`src/rtl/motor_drive_core.sv`:
```
// Multi-channel H-bridge PWM driver with ramped duty, reversal dead time
// and latched overcurrent fault per channel.
//
// Ports:
//   CLK_100MHz    in   system clock, rising edge
//   RST_N         in   synchronous active-low reset
//   duty_cmd      in   commanded duty, channel i at [i*DUTY_W +: DUTY_W]
//   dir_cmd       in   commanded direction (0 fwd, 1 rev)
//   over_set      in   async overcurrent trip comparator
//   under_reset   in   async recovery comparator
//   motor_fwd     out  forward leg drive (registered)
//   motor_rev     out  reverse leg drive (registered)
//   fault         out  channel is in FAULT
//   duty_eff      out  applied (ramped) duty
//   dir_act       out  applied direction
//   period_strobe out  last clock of each PWM period
module motor_drive_core #(
    parameter int CHANNELS  = 2,
    parameter int DUTY_W    = 7,
    parameter int PRESCALE  = 1000,
    parameter int DEADTIME  = 50,
    parameter int RAMP_STEP = 1
) (
    input  logic                         CLK_100MHz,
    input  logic                         RST_N,
    input  logic [CHANNELS*DUTY_W-1:0]   duty_cmd,
    input  logic [CHANNELS-1:0]          dir_cmd,
    input  logic [CHANNELS-1:0]          over_set,
    input  logic [CHANNELS-1:0]          under_reset,
    output logic [CHANNELS-1:0]          motor_fwd,
    output logic [CHANNELS-1:0]          motor_rev,
    output logic [CHANNELS-1:0]          fault,
    output logic [CHANNELS*DUTY_W-1:0]   duty_eff,
    output logic [CHANNELS-1:0]          dir_act,
    output logic                         period_strobe
);

    localparam int PW = (PRESCALE > 1) ? $clog2(PRESCALE) : 1;
    localparam int DW = $clog2(DEADTIME + 1);
    localparam int STEP_C = (RAMP_STEP > (1 << DUTY_W)) ? (1 << DUTY_W) : RAMP_STEP;

    localparam logic [PW-1:0]     PRE_MAX = PW'(PRESCALE - 1);
    localparam logic [DUTY_W-1:0] CNT_MAX = '1;
    localparam logic [DW-1:0]     DEAD_LD = DW'(DEADTIME);
    localparam logic [DUTY_W:0]   STEP_W  = (DUTY_W + 1)'(STEP_C);

    typedef enum logic [1:0] {RUN, STOP, DEAD, FAULT} state_e;

    logic [PW-1:0]     presc_q;
    logic [DUTY_W-1:0] cnt_q;
    logic              tick;
    logic [CHANNELS-1:0] ovr_s1_q, ovr_s2_q;
    logic [CHANNELS-1:0] und_s1_q, und_s2_q;

    assign tick          = (presc_q == PRE_MAX);
    assign period_strobe = tick && (cnt_q == CNT_MAX);

    // Shared timebase: prescaler tick and free-running PWM counter.
    always_ff @(posedge CLK_100MHz) begin
        if (!RST_N) begin
            presc_q <= '0;
            cnt_q   <= '0;
        end else begin
            presc_q <= tick ? '0 : presc_q + PW'(1);
            if (tick) cnt_q <= cnt_q + DUTY_W'(1);
        end
    end

    always_ff @(posedge CLK_100MHz) begin
        if (!RST_N) begin
            ovr_s1_q <= '0;
            ovr_s2_q <= '0;
            und_s1_q <= '0;
            und_s2_q <= '0;
        end else begin
            ovr_s1_q <= over_set;
            ovr_s2_q <= ovr_s1_q;
            und_s1_q <= under_reset;
            und_s2_q <= und_s1_q;
        end
    end

    genvar i;
    for (i = 0; i < CHANNELS; i++) begin : g_ch
        state_e            state_q;
        logic [DUTY_W-1:0] eff_q;
        logic [DUTY_W-1:0] eff_d;
        logic [DUTY_W-1:0] target;
        logic [DUTY_W:0]   t_w, e_w, nxt_w;
        logic [DW-1:0]     dead_q;
        logic              dir_q, fwd_q, rev_q, drive;

        // One ramp step toward target, clamped so it never overshoots.
        always_comb begin
            target = (state_q == RUN) ? duty_cmd[i*DUTY_W +: DUTY_W] : '0;
            t_w    = {1'b0, target};
            e_w    = {1'b0, eff_q};
            if (t_w >= e_w + STEP_W)      nxt_w = e_w + STEP_W;
            else if (t_w > e_w)           nxt_w = t_w;
            else if (e_w >= t_w + STEP_W) nxt_w = e_w - STEP_W;
            else                          nxt_w = t_w;
            eff_d = nxt_w[DUTY_W-1:0];
        end

        assign drive = (cnt_q < eff_q) &&
                       ((state_q == RUN) || (state_q == STOP));

        always_ff @(posedge CLK_100MHz) begin
            if (!RST_N) begin
                state_q <= RUN;
                eff_q   <= '0;
                dead_q  <= '0;
                dir_q   <= 1'b0;
                fwd_q   <= 1'b0;
                rev_q   <= 1'b0;
            end else begin
                fwd_q <= drive & ~dir_q;
                rev_q <= drive & dir_q;
                if (ovr_s2_q[i]) begin
                    state_q <= FAULT;
                    eff_q   <= '0;
                end else begin
                    case (state_q)
                        RUN: begin
                            if (period_strobe) eff_q <= eff_d;
                            if (dir_cmd[i] != dir_q) state_q <= STOP;
                        end
                        STOP: begin
                            if (period_strobe) begin
                                if (eff_q == '0) begin
                                    state_q <= DEAD;
                                    dead_q  <= DEAD_LD;
                                end else begin
                                    eff_q <= eff_d;
                                end
                            end
                        end
                        DEAD: begin
                            // Last counted tick leaves DEAD, so the
                            // state lasts exactly DEADTIME ticks.
                            if (tick) begin
                                if (dead_q <= DW'(1)) begin
                                    state_q <= RUN;
                                    dir_q   <= dir_cmd[i];
                                end else begin
                                    dead_q <= dead_q - DW'(1);
                                end
                            end
                        end
                        FAULT: begin
                            if (und_s2_q[i]) begin
                                state_q <= DEAD;
                                dead_q  <= DEAD_LD;
                            end
                        end
                        default: state_q <= RUN;
                    endcase
                end
            end
        end

        assign motor_fwd[i]                 = fwd_q;
        assign motor_rev[i]                 = rev_q;
        assign fault[i]                     = (state_q == FAULT);
        assign dir_act[i]                   = dir_q;
        assign duty_eff[i*DUTY_W +: DUTY_W] = eff_q;
    end

endmodule
```
`config.mk`:
```
export PLATFORM = sky130hd
export DESIGN_NAME = motor_drive_core
export DESIGN_NICKNAME = d
export VERILOG_FILES = /design/src/rtl/motor_drive_core.sv
export SDC_FILE = /design/constraint.sdc
export NUM_CORES = 1
export LEC_CHECK = 0
export BUFFER_PORTS_ARGS = -buffer_cell sky130_fd_sc_hd__clkbuf_2
export CORE_MARGIN = 2
export CORE_UTILIZATION = 55
export CTS_CLUSTER_SIZE = 16
export DETAILED_ROUTE_END_ITERATION = 12
export PLACE_DENSITY = 0.78
export SLEW_MARGIN = 10
export SYNTH_ARGS = -nofsm -noshare
export SYNTH_HDL_FRONTEND = slang
export SYNTH_SLANG_ARGS = --single-unit
```
`constraint.sdc`:
```
create_clock -name CLK_100MHz -period 3.6 [get_ports CLK_100MHz]
set_clock_uncertainty 0.05 [all_clocks]
set_input_delay 0.36 -clock CLK_100MHz [delete_from_list [all_inputs] [get_ports CLK_100MHz]]
set_output_delay 0.36 -clock CLK_100MHz [all_outputs]
set_load 0.005 [all_outputs]
```
==> qor.csv <==
metric,value,unit
outcome,completed,
# diodes,0,
"Slew Viols, Final",0,
max-cap check violation count,0,
RePlAce Congestion,0.886,
share of cells above drive strength 1,13.5,%
first-pass GRT wire length,20500,microns
YS warnings,0,
Hold Fails Final Rpt,0,
Synth Flop Type,dfxtp_1,
Die Area,9890,sq um
Die Width,99.4,microns
CTS max path bufs,2,
post-synthesis sequential area ratio,24.4,%
crit path DAT,3.57,ns
area delta synth->final,9.67,%
Crit path required time,3.81,ns
Max Fclk,298,MHz
Critical Path Sink Type,register,
initial antenna violation count,0,
Crit path max-delay family,simple AND/OR/NAND/NOR gates,
overall routing resource usage,25.5,%
clk slew on worst S/H paths,0.06,ns
slew margin rel.,45.0,%
"Power, Total",1640,uW
crit path launch type,register,
Via density,6.07,
Psw,511,uW
Comb pwr share,24.6,%
VDD IR max,253,uV
NumNets Final,749,
TritonCTS clock tree,yes,
setup_tns,0,ns
total iterations of the first detailed-routing run,5,
final antenna-violating net count,0,
Mean Syn Cell Area,8.08,sq um
ys async rst share,0,%
IO Count,45,
Via Count,4706,
Hold Buf Count CTS,0,
Clk pwr share,31.8,%
"Cell Chain, Critical Path",nor2_1 -> nand2_1 -> inv_1 -> ha_1 -> and4_1 -> nand2_1 -> xnor2_1 -> ha_1 -> nand4_1 -> and3_1 -> o21ai_0 -> o211ai_2 -> or4_1 -> a31oi_1,
CP Buf/Inv Count,1,
Starting Density,57.2,%
Post-Synthesis Cell Area,5010,sq um
CP max FO,10,
GRT overflow,0,
wire per inst,16.0,microns
largest net degree at the start of global routing,20,
DP Wirelength,9420,microns
WL final,12400,microns
Sw Ratio,31.2,%
most frequent cells in the layout,"64 x ha_1, 59 x dfxtp_1, 55 x nor2_1",
CTS Buf Count,9,
Tightest Pin Transition,0.822,ns
fin crit period,3.36,ns
CP max-delay cell,or4_1,
P per Cell Area,298,nW/um^2
number of global-route vias before repair,4279,
worst skew pair latency,0.34,ns
Core Rows,34,
Setup Viol. Count Final,0,
Flop pwr share,43.6,%
Syn Nets,706,
Int Power,1130,uW
CTS H-Tree Depth,3,
number of synthesized flops with an enable pin,0,
core area,8760,sq um
port bufs,44,
Iteration-0 DRC Markers,249,
cells after synthesis,620,
DRC errors left,0,
Hold Path Class,primary input to register,
fin crit share,93.2,%
Die H,99.4,microns
RSZ-0062 raised after global routing,no,
largest stage delay on the critical path,0.52,ns
root buf cell,clkbuf_8,
Leak,0.00234,uW
Synth Register Bits,61,
post-synth cell types,73,
critical path class,register to register,
"most common cell after layout, fill and taps aside",ha_1,
CTS sink count,61,
## power groups by stage
stage               sequential [uW]  combinational [uW]  clock [uW]
detailed placement              727                 396           0
CTS                             712                 399         535
floorplan                       721                 288           0
global placement                726                 382           0
finish                          713                 403         520
global route                    715                 457         567
## final timing paths
kind | from | end | cells after the start | slack, ns
worst max-delay path | g_ch[0].state_q[0] | g_ch[0].eff_q[1] | 14 | 0.24
worst min-delay path | under_reset[0] | und_s1_q[0] | 2 | 0.17
worst max register to register | g_ch[0].state_q[0] | g_ch[0].eff_q[1] | 14 | 0.24
worst min register to register | und_s1_q[0] | und_s2_q[0] | 1 | 0.38
## through the flow
step                      utilization, %  instance area, sq um  cells  hold WS (ns)  setup WS [ns]
after floorplan                        -                  5010    620         0.362          0.249
after global placement              60.8                  5330    760         0.364          0.384
after detailed placement            60.8                  5330    760         0.369          0.262
after CTS                           62.6                  5490    775         0.161          0.247
after global routing                62.7                  5490    775         0.174         0.0162
final                               62.7                  5490    775         0.173          0.243
## sequential cells by signal, summed over array words and instances, names as in the netlist
| signal | cells |
|---|---|
| ovr_s2_q | 2 |
| g_ch.dir_q | 2 |
| g_ch.state_q | 4 |
| und_s1_q | 2 |
| g_ch.fwd_q | 2 |
| presc_q | 10 |
| ovr_s1_q | 2 |
| cnt_q | 7 |
| g_ch.dead_q | 12 |
| und_s2_q | 2 |
| g_ch.rev_q | 2 |
| g_ch.eff_q | 14 |
## logic make-up after synthesis
family,count (synthesis),share of synthesized area (%)
AO/OA/AOI/OAI,133,18.3
XOR/XNOR,44,7.69
adder cells (fa/ha/maj),64,16.0
buffers and inverters,60,5.39
flip-flops,61,24.4
multiplexers,13,2.60
AND/OR/NAND/NOR,245,25.6
## cell type report
class	count	area [sq um]
Inverter	34	128
Tap cell	108	135
Multi-Input combinational cell	499	3520
Timing Repair Buffer	58	325
Clock inverter	2	10.0
Fill cell	771	3270
Sequential cell	61	1220
Clock buffer	13	149
## per-layer routing
metal  global-route usage (%)  vias up  routed length, microns
met5                        0        -                       0
met4                     9.27        0                     275
met3                     3.58       24                     876
met2                     41.3      185                    5660
met1                     34.9     2162                    5580
li1                         -     2335                       -
## worst reg2reg max path, cell delays in order, from the launching register on
cell and delay, ns:
dfxtp_1 0.41, nor2_1 0.34, nand2_1 0.17, inv_1 0.14, ha_1 0.21, and4_1 0.20, nand2_1 0.07, xnor2_1 0.14
ha_1 0.33, nand4_1 0.09, and3_1 0.19, o21ai_0 0.12, o211ai_2 0.14, or4_1 0.52, a31oi_1 0.18
## synthesized netlist by cell type, types with 3 or more instances
master	count	area, sq um
or3_1	5	31.3
xnor2_1	33	289
o21a_1	7	52.6
mux2i_1	13	130
xor2_1	11	96.3
and2_1	23	144
buf_4	7	52.6
dfxtp_1	61	1220
nand4_1	7	43.8
a41o_1	4	40.0
a221o_1	3	30.0
a31oi_1	10	62.6
nand2_1	48	180
clkinv_1	3	11.3
nand4b_1	3	26.3
a211oi_1	4	30.0
o32ai_1	3	26.3
o21ai_0	20	100
nor3_1	19	95.1
inv_1	30	113
nand2b_1	8	50.1
and3_1	11	68.8
and4_1	3	26.3
a211o_1	3	26.3
nand3_1	29	145
or4_1	4	30.0
clkbuf_1	15	56.3
nor2b_1	3	18.8
a2111oi_0	4	35.0
nor2_1	56	210
ha_1	64	801
nor4_1	5	31.3
a221oi_1	3	26.3
a21oi_1	30	150
a21o_1	12	90.1
o22ai_1	6	37.5
## what timing repair did
| item | CTS | global route |
|---|---|---|
| setup buffers | 0 | 0 |
| setup endpoints to repair | 0 | 4 |
| resized for setup | 0 | 5 |
(Power assumes the default switching activity.)
